<file path="config.mk">
export PLATFORM = sky130hd
export DESIGN_NAME = proj_engine
export DESIGN_NICKNAME = d
export VERILOG_FILES = /design/src/rtl/proj_pkg.sv /design/src/rtl/proj_axis.sv /design/src/rtl/proj_engine.sv
export SDC_FILE = /design/constraint.sdc
export NUM_CORES = 1
export LEC_CHECK = 0
export ABC_CLOCK_PERIOD_IN_PS = 6100
export BUFFER_PORTS_ARGS = -buffer_cell sky130_fd_sc_hd__buf_2
export CAP_MARGIN = 20
export CELL_PAD_IN_SITES_DETAIL_PLACEMENT = 0
export CELL_PAD_IN_SITES_GLOBAL_PLACEMENT = 1
export CORE_UTILIZATION = 52
export CTS_BUF_LIST = sky130_fd_sc_hd__clkbuf_2
export CTS_CLUSTER_DIAMETER = 120
export DETAILED_ROUTE_END_ITERATION = 12
export PLACE_DENSITY_LB_ADDON = 0.1
export SYNTH_ARGS = -nofsm -noshare
export SYNTH_HDL_FRONTEND = slang
export SYNTH_SLANG_ARGS = --single-unit
</file>
<file path="constraint.sdc">
create_clock -name frame_clk -period 6.1 [get_ports frame_clk]
set_input_delay 0.915 -clock frame_clk [delete_from_list [all_inputs] [get_ports frame_clk]]
set_output_delay 0.915 -clock frame_clk [all_outputs]
set_load 0.05 [all_outputs]
</file>
<file path="src/rtl/proj_pkg.sv">
// proj_pkg: shared types and default constants for the perspective projector.
//   coord_t      - one screen/world coordinate (W_DEF bits)
//   bank_entry_t - one per-channel result slot {center_x, center_y, size}
//   *_DEF        - default geometry for the 3D Pong renderer
package proj_pkg;

  localparam int W_DEF          = 10;
  localparam int NUM_CH_DEF     = 4;
  localparam int DEPTH_LOG2_DEF = 7;
  localparam int VP_X_DEF       = 160;
  localparam int VP_Y_DEF       = 120;
  localparam int SIZE_SHIFT_DEF = 3;
  localparam int SCREEN_W_DEF   = 640;
  localparam int SCREEN_H_DEF   = 480;

  typedef logic [W_DEF-1:0] coord_t;

  typedef struct packed {
    coord_t center_x;
    coord_t center_y;
    coord_t size;
  } bank_entry_t;

endpackage

</file>
<file path="src/rtl/proj_axis.sv">
// proj_axis: one screen axis of the projector (stages S2 and S3).
//   S2 registers k*pos and VP*zc; S3 registers the clamped centre and a
//   clamp flag. All registers hold while en_i is low.
// Ports:
//   clk_i, rst_i  clock, synchronous active-high reset (clears S3 outputs)
//   en_i          pipeline advance
//   k_i, zc_i     depth terms from S1
//   pos_i         world coordinate on this axis from S1
//   center_o      clamped screen coordinate, 0..SCREEN-1
//   clip_o        centre was clamped
module proj_axis #(
  parameter int W          = 10,
  parameter int DEPTH_LOG2 = 7,
  parameter int VP         = 160,
  parameter int SCREEN     = 640
) (
  input  logic         clk_i,
  input  logic         rst_i,
  input  logic         en_i,
  input  logic [W-1:0] k_i,
  input  logic [W-1:0] zc_i,
  input  logic [W-1:0] pos_i,
  output logic [W-1:0] center_o,
  output logic         clip_o
);

  // 2W+3 holds k*pos (< 2^(2W+1)) plus the signed sum without wrap.
  localparam int AW = 2*W + 3;
  localparam logic signed [AW-1:0] VP_S    = AW'(VP);
  localparam logic signed [AW-1:0] SCR_MAX = AW'(SCREEN - 1);

  logic signed [AW-1:0] kx_p1_q;
  logic signed [AW-1:0] vz_p1_q;
  logic signed [AW-1:0] raw_p2_d;
  logic [W-1:0]         center_p2_q;
  logic                 clip_p2_q;

  function automatic logic signed [AW-1:0] ext(input logic [W-1:0] u);
    return $signed({{(AW-W){1'b0}}, u});
  endfunction

  // Returns {clamped, value}.
  function automatic logic [W:0] sat_screen(input logic signed [AW-1:0] v);
    if (v[AW-1])
      return {1'b1, {W{1'b0}}};
    else if (v > SCR_MAX)
      return {1'b1, W'(SCREEN - 1)};
    else
      return {1'b0, v[W-1:0]};
  endfunction

  // ---- S2: products ----
  always_ff @(posedge clk_i) begin
    if (en_i) begin
      kx_p1_q <= ext(k_i) * ext(pos_i);
      vz_p1_q <= VP_S * ext(zc_i);
    end
  end

  always_comb begin
    raw_p2_d = VP_S + (kx_p1_q >>> (DEPTH_LOG2 + 1)) - (vz_p1_q >>> DEPTH_LOG2);
  end

  // ---- S3: sum and clamp ----
  always_ff @(posedge clk_i) begin
    if (rst_i) begin
      center_p2_q <= '0;
      clip_p2_q   <= 1'b0;
    end else if (en_i) begin
      {clip_p2_q, center_p2_q} <= sat_screen(raw_p2_d);
    end
  end

  assign center_o = center_p2_q;
  assign clip_o   = clip_p2_q;

endmodule

</file>
<file path="src/rtl/proj_engine.sv">
// proj_engine: shared multi-object perspective projector.
//   Projects (ch, x, y, z) world positions toward a vanishing point through a
//   3-stage stallable pipeline and records each delivered result in a
//   per-channel bank readable by channel number.
// Ports:
//   frame_clk, Reset             clock, synchronous active-high reset
//   in_valid/in_ready            input handshake; in_ch, pos_x/y/z payload
//   out_valid/out_ready          output handshake; out_ch, center_x/y, size,
//                                clipped payload
//   rd_ch                        bank read select
//   rd_center_x/y, rd_size       registered bank contents for rd_ch
module proj_engine
  import proj_pkg::*;
#(
  parameter int W          = W_DEF,
  parameter int NUM_CH     = NUM_CH_DEF,
  parameter int DEPTH_LOG2 = DEPTH_LOG2_DEF,
  parameter int VP_X       = VP_X_DEF,
  parameter int VP_Y       = VP_Y_DEF,
  parameter int SIZE_SHIFT = SIZE_SHIFT_DEF,
  parameter int SCREEN_W   = SCREEN_W_DEF,
  parameter int SCREEN_H   = SCREEN_H_DEF,
  localparam int CW        = (NUM_CH > 1) ? $clog2(NUM_CH) : 1
) (
  input  logic          frame_clk,
  input  logic          Reset,
  input  logic          in_valid,
  output logic          in_ready,
  input  logic [CW-1:0] in_ch,
  input  logic [W-1:0]  pos_x,
  input  logic [W-1:0]  pos_y,
  input  logic [W-1:0]  pos_z,
  output logic          out_valid,
  input  logic          out_ready,
  output logic [CW-1:0] out_ch,
  output logic [W-1:0]  center_x,
  output logic [W-1:0]  center_y,
  output logic [W-1:0]  size,
  output logic          clipped,
  input  logic [CW-1:0] rd_ch,
  output logic [W-1:0]  rd_center_x,
  output logic [W-1:0]  rd_center_y,
  output logic [W-1:0]  rd_size
);

  localparam logic [W-1:0] D = W'(1 << DEPTH_LOG2);
  localparam bank_entry_t BANK_RST = '{
    center_x: coord_t'(SCREEN_W / 2),
    center_y: coord_t'(SCREEN_H / 2),
    size:     coord_t'(D >> (SIZE_SHIFT + 1))
  };

  logic stall;
  logic adv;

  logic          vld_p0_q, vld_p1_q, vld_p2_q;
  logic [CW-1:0] ch_p0_q, ch_p1_q, ch_p2_q;
  logic [W-1:0]  x_p0_q, y_p0_q, zc_p0_q, k_p0_q;
  logic [W-1:0]  k_p1_q;
  logic [W-1:0]  size_p2_q;
  logic [W-1:0]  zc_p0_d, k_p0_d;
  logic          clip_x, clip_y;

  bank_entry_t bank_q [NUM_CH];
  bank_entry_t rd_q;

  // A full output that is not taken freezes every stage, bubbles included.
  assign stall    = vld_p2_q & ~out_ready;
  assign adv      = ~stall;
  assign in_ready = adv;

  always_comb begin
    zc_p0_d = (pos_z > D) ? D : pos_z;
    k_p0_d  = zc_p0_d + D;
  end

  // ---- S1: register inputs, depth clamp ----
  always_ff @(posedge frame_clk) begin
    if (Reset)    vld_p0_q <= 1'b0;
    else if (adv) vld_p0_q <= in_valid;
  end

  always_ff @(posedge frame_clk) begin
    if (adv) begin
      ch_p0_q <= in_ch;
      x_p0_q  <= pos_x;
      y_p0_q  <= pos_y;
      zc_p0_q <= zc_p0_d;
      k_p0_q  <= k_p0_d;
    end
  end

  // ---- S2: products (inside proj_axis), tag and depth carried ----
  always_ff @(posedge frame_clk) begin
    if (Reset)    vld_p1_q <= 1'b0;
    else if (adv) vld_p1_q <= vld_p0_q;
  end

  always_ff @(posedge frame_clk) begin
    if (adv) begin
      ch_p1_q <= ch_p0_q;
      k_p1_q  <= k_p0_q;
    end
  end

  // ---- S3: sums/clamp (inside proj_axis), size, output tag ----
  always_ff @(posedge frame_clk) begin
    if (Reset) begin
      vld_p2_q  <= 1'b0;
      ch_p2_q   <= '0;
      size_p2_q <= '0;
    end else if (adv) begin
      vld_p2_q  <= vld_p1_q;
      ch_p2_q   <= ch_p1_q;
      size_p2_q <= k_p1_q >> SIZE_SHIFT;
    end
  end

  proj_axis #(.W(W), .DEPTH_LOG2(DEPTH_LOG2), .VP(VP_X), .SCREEN(SCREEN_W)) u_axis_x (
    .clk_i    (frame_clk),
    .rst_i    (Reset),
    .en_i     (adv),
    .k_i      (k_p0_q),
    .zc_i     (zc_p0_q),
    .pos_i    (x_p0_q),
    .center_o (center_x),
    .clip_o   (clip_x)
  );

  proj_axis #(.W(W), .DEPTH_LOG2(DEPTH_LOG2), .VP(VP_Y), .SCREEN(SCREEN_H)) u_axis_y (
    .clk_i    (frame_clk),
    .rst_i    (Reset),
    .en_i     (adv),
    .k_i      (k_p0_q),
    .zc_i     (zc_p0_q),
    .pos_i    (y_p0_q),
    .center_o (center_y),
    .clip_o   (clip_y)
  );

  assign out_valid = vld_p2_q;
  assign out_ch    = ch_p2_q;
  assign size      = size_p2_q;
  assign clipped   = clip_x | clip_y;

  // ---- Bank: written on output handshake, read registered ----
  always_ff @(posedge frame_clk) begin
    if (Reset) begin
      for (int i = 0; i < NUM_CH; i++) bank_q[i] <= BANK_RST;
    end else if (vld_p2_q && out_ready) begin
      bank_q[ch_p2_q] <= '{center_x: center_x, center_y: center_y, size: size_p2_q};
    end
  end

  // Same-cycle write to rd_ch returns the pre-write entry (no bypass).
  always_ff @(posedge frame_clk) begin
    if (Reset) rd_q <= BANK_RST;
    else       rd_q <= bank_q[rd_ch];
  end

  assign rd_center_x = rd_q.center_x;
  assign rd_center_y = rd_q.center_y;
  assign rd_size     = rd_q.size;

endmodule

</file>
# Yosys cells after proc, flatten, opt, wreduce, memory -nomap -nowiden
# Memory sizes are Yosys's and may differ from the RTL's. A register that Yosys moved wholly into a read port is not among the register bits.
# Cells that the tools add are included.
dict set report word_totals {
  regBits 165
  output_inout_bits 65
  in_bits 38
  n_memories 1
  ramBits 108
}
dict set report classes {
  magnitude_cmp 3
  addsub 5
  n_mux 13
  n_reduce_logical 2
  bitwise_logic 4
  n_mul 4
}
# name depth width read_ports rd_ports_with_merged_regs write_ports line
set memory_table {}
lappend memory_table {bank_q 4 27 1 1 4 proj_engine.sv:64} ;# bank_entry_t bank_q [NUM_CH];
# cell n
set op_table {}
lappend op_table {{$mux 11} 4}
lappend op_table {{$mul 10x10->20} 2}
lappend op_table {{$mux 27} 1}
lappend op_table {{$reduce_or 27->1} 1}
lappend op_table {{$gt 23x10->1 const B} 1}
lappend op_table {{$gt 23x11->1 const B} 1}
lappend op_table {{$mul 4x10->14 const A} 1}
lappend op_table {{$sub 13x10->14} 1}
lappend op_table {{$sub 13x11->14} 1}
lappend op_table {{$add 7x12->13 const A} 1}
lappend op_table {{$add 8x12->13 const A} 1}
lappend op_table {{$mul 3x10->13 const A} 1}
lappend op_table {{$add 10x8->10 const B} 1}
lappend op_table {{$gt 10x8->1 const B} 1}
lappend op_table {{$mux 10} 1}
lappend op_table {{$mux 1} 6}
lappend op_table {{$mux 2} 1}
lappend op_table {{$not 1->1} 2}
lappend op_table {{$and 1x1->1} 1}
lappend op_table {{$logic_and 1x1->1} 1}
lappend op_table {{$or 1x1->1} 1}

# Depth between registers and ports, before layout
dict set report logic_depth {
  ltp_word 6
  depth_mapped 20
}

# Modules after synthesis
# Synthesis repeated with hierarchy kept, for this count alone.
dict set report hier_totals {
  cells_unflattened 1645
  area_unflattened_um2 18685.4
}
# mod cells_per_inst instances area_each_um2
set modules_own_cells {}
lappend modules_own_cells {proj_engine 472 1 7290.7}
lappend modules_own_cells {{proj_axis at u_axis_y} 588 1 5749.3}
lappend modules_own_cells {{proj_axis at u_axis_x} 585 1 5645.4}

# Worst setup path before layout
# OpenSTA, ideal clock, no wires.
dict set report synth_path {
  path_kind {reg-to-reg}
  startpoint {reg, netlist name zc_p0_q[4]}
  endpoint {reg u_axis_y.kx_p1_q[17], data pin}
  path_buffers 1
  path_stages_with_launch 18
  arrival_ns 5.245
  setup_ns 0.266
  setup_slack_ns 0.589
  synth_period_minus_slack_ns 5.511
  cell_sequence {edfxtp_1 clkbuf_1 nand2_1 fa_1 inv_1 fa_1 ha_1 fa_1 fa_1 ha_1 or4_1 a21oi_1 o21ai_1 a221oi_1 o21ba_2 o22ai_1 o41ai_1 xnor2_1}
}
# item line
set synth_lines {}
lappend synth_lines {{end signal, assigned} proj_axis.sv:55} ;# kx_p1_q <= ext(k_i) * ext(pos_i);
lappend synth_lines {{end, declared} proj_axis.sv:32} ;# logic signed [AW-1:0] kx_p1_q;

==> results.json <==
{
  "outcome": "finished, final reports clean",
  "num-nets-final": 2081,
  "area_delta_synth_final_pct": 9.28,
  "first_global_vias": 12100,
  "ys_types": 64,
  "cts_tree": "built",
  "cts_resized": 0,
  "reg2reg_slack_ns": 0.51,
  "ir_drop_mv": 0.149,
  "postCtsHoldBufs": 0,
  "route.detailed.drc": 0,
  "syn-instance-count": 1575,
  "ys.flop_type": "edfxtp_1",
  "clockPowerShare_pct": 19.9,
  "worst_path_largest_cell_delay_ns": 0.75,
  "grt_overflow": 0,
  "r2r_start": "zc_p0_q[2]",
  "drt.antenna.violating_nets": 0,
  "grt_setup_unrepaired": "no",
  "clk-insertion-delay-late_ns": 0.86,
  "ys_seq_elements": 258,
  "drtPass1Iterations": 4,
  "rows": 67,
  "cp_slowest_cell": "edfxtp_1",
  "drive_above_1_share_pct": 16.1,
  "dp.final_hpwl_mm": 26.0,
  "seq_power_share_pct": 36.7,
  "cp-end-kind": "flip-flop",
  "arrival_ns": 6.21,
  "h-tree-depth": 3,
  "slew_headroom_pct": 35.2,
  "critical_path_class": "reg2reg",
  "cp_max_fo": 18,
  "syn_area_um2": 18100,
  "via_per_inst": 5.16,
  "drt_iter0_markers": 459,
  "grt_max_degree": 64,
  "worst-r2r-cell-count": 18,
  "core_area_um2": 33900,
  "cts_root_buf": "clkbuf_2",
  "p_switching_mw": 2.46,
  "dp_cells": 2094,
  "grt_pass1_wl_mm": 60.2,
  "pre_cts_ws_ns": 0.443,
  "wire_per_inst_um": 16.1,
  "fmax_mhz": 179,
  "maxCapViolations": 0,
  "cts.path.max_buffers": 3,
  "synth_most_common_cell": "and2_1",
  "path_clk_slew_ns": 0.10,
  "syn_avg_cell_area_um2": 11.5,
  "worstSetupPathDepth": 18,
  "io_buffers": 96,
  "hold_viol": 0,
  "skew_ns": 0.0690,
  "synth-edff-count": 197,
  "intPower_mw": 3.80,
  "fin_tns_setup_ns": 0,
  "cp_num_buf_inv": 3,
  "vias": 11400,
  "die_w_um": 189,
  "cp-endpoint": "u_axis_y.kx_p1_q[17]",
  "initial_core_util_pct": 53.5,
  "power_density_nw_per_um2": 316,
  "synth_top_area_share_pct": 32.6,
  "place_congestion": 0.835,
  "hold_path_class": "in2reg",
  "crit_chain": "nand2_1 > fa_1 > inv_1 > fa_1 > ha_1 > fa_1 > inv_1 > fa_1 > inv_1 > ha_1 > or4_1 > a21oi_1 > o21ai_1 > a221oi_1 > o21ba_2 > o22ai_1 > o41ai_1 > xnor2_1",
  "rr_endpoint": "u_axis_y.kx_p1_q[17]",
  "async_flop_share_pct": 0,
  "startpoint": "zc_p0_q[2]",
  "fp.dieH_um": 189,
  "stdcell_count": 2215,
  "finalWorstSetupSlack_ns": 0.507,
  "ys_warn_count": 0,
  "maxSlewViolCount": 0,
  "n_fill_cell": 2936,
  "drt_wl_total_mm": 35.7,
  "critical_path.top_delay_family": "adder cells",
  "grt_use_total_pct": 21.3,
  "yosysTopAreaCell": "edfxtp_1",
  "cp_common_cell": "fa_1",
  "synth_common_cells": "and2_1, edfxtp_1, ha_1, inv_1, fa_1",
  "crit_path_start_kind": "flip-flop",
  "cts_made_buffers": 69,
  "worstPathRequired_ns": 6.72,
  "synthTopCellsByArea": "edfxtp_1, fa_1, ha_1, and2_1, dfxtp_1",
  "io-pin-count": 103,
  "yosysSeqAreaShare_pct": 39.4,
  "fin_crit_ns": 5.59,
  "utilization_pct": 58.5,
  "setup_violations": 0,
  "antenna_found_initial": 1,
  "finalCritPeriodShare_pct": 91.7,
  "cts_setup_buffers": 0,
  "clock-sinks": 258,
  "worst_pin_slew_ns": 0.972,
  "p_leak_nw": 9.21,
  "comb_power_share_pct": 43.5,
  "die_area_um2": 35600,
  "switching_share_pct": 39.3
}
-- layout by cell type (no fill, tap or decap), drive strengths merged, types with 9 or more instances in the layout --
cell type  instances
xor2              10
conb               9
o21ai             29
inv              177
or3               12
clkbuf           103
nand2b            25
nor2b             27
fa               141
dfxtp             61
nor3              12
o21a               9
a21oi             55
buf              122
mux4              27
a21o               9
a211oi            11
ha               185
and2             218
clkinv            13
a31oi             10
or2               13
edfxtp           197
nand2            117
nand3             10
xnor2             42
nor2              52
-- final cells by class --
cell class	instances	area, um^2	share of cell area (%)
timing repair buffer	122	676	3.41
multi-input combinational	1090	10100	51.1
clock inverter	17	121	0.613
inverter	176	663	3.35
sequential	258	7140	36.0
clock buffer	103	515	2.60
tap	448	561	2.83
antenna	1	2.50	0.0126
-- worst reg2reg max path: stages, from the launching register on --
cell	delay (ns)
edfxtp_1	0.75
nand2_1	0.17
fa_1	0.44
inv_1	0.08
fa_1	0.41
ha_1	0.33
fa_1	0.54
inv_1	0.05
fa_1	0.52
inv_1	0.04
ha_1	0.19
or4_1	0.40
a21oi_1	0.13
o21ai_1	0.13
a221oi_1	0.40
o21ba_2	0.24
o22ai_1	0.12
o41ai_1	0.31
xnor2_1	0.12
-- cell families (layout without fill, tap and decap cells) --
family,after synthesis,in the layout,synth area share [%]
flops,258,258,39.4
mux,30,30,3.52
other cells,1,10,0.0207
fa+ha+maj,326,326,28.4
buf+inv,235,418,4.99
simple gates,510,510,15.4
compound gates,163,163,5.86
xor+xnor,52,52,2.51
-- worst min path at each step --
stage	end	cells past startpoint	slack [ns]	from
after floorplan	ch_p1_q[0]	0	0.40	ch_p0_q[0]
after global placement	ch_p1_q[0]	0	0.40	ch_p0_q[0]
after detailed placement	ch_p1_q[1]	0	0.41	ch_p0_q[1]
after CTS	y_p0_q[8]	1	0.09	pos_y[8]
after global routing	y_p0_q[8]	1	0.10	pos_y[8]
final	y_p0_q[8]	1	0.22	pos_y[8]
-- layer usage --
layer	part of all wire [%]	vias to the layer above	GRT usage, %
met1	45	5520	27.1
met2	49	242	36.5
li1	-	5614	-
met3	4.5	62	4.40
met4	2.0	0	6.45
met5	0	-	0
-- state kept, by name, summed over array words and instances, names as in the netlist, 11 cells and up --
signal            count
bank_q              108
u_axis_x.kx_p1_q     12
u_axis_x.vz_p1_q     11
u_axis_y.kx_p1_q     12
-- power by group through the flow --
stage / clock network, mW / registers, mW / logic, mW
5_1_grt: 1.38 / 2.33 / 3.09
3_3_place_gp: 0 / 2.33 / 2.72
4_1_cts: 1.30 / 2.30 / 2.76
2_1_floorplan: 0 / 2.48 / 2.00
3_5_place_dp: 0 / 2.34 / 2.73
6_report: 1.24 / 2.30 / 2.72
-- metrics by stage --
stage | total power, mW | hold WS [ns] | instance area (um^2)
global placement | 5.05 | 0.404 | 19200
global route | 6.80 | 0.103 | 19800
CTS | 6.36 | 0.0896 | 19800
detailed placement | 5.07 | 0.407 | 19200
floorplan | 4.48 | 0.400 | 18200
finish | 6.26 | 0.217 | 19800
Note: power is estimated with default switching activity, not from simulation.
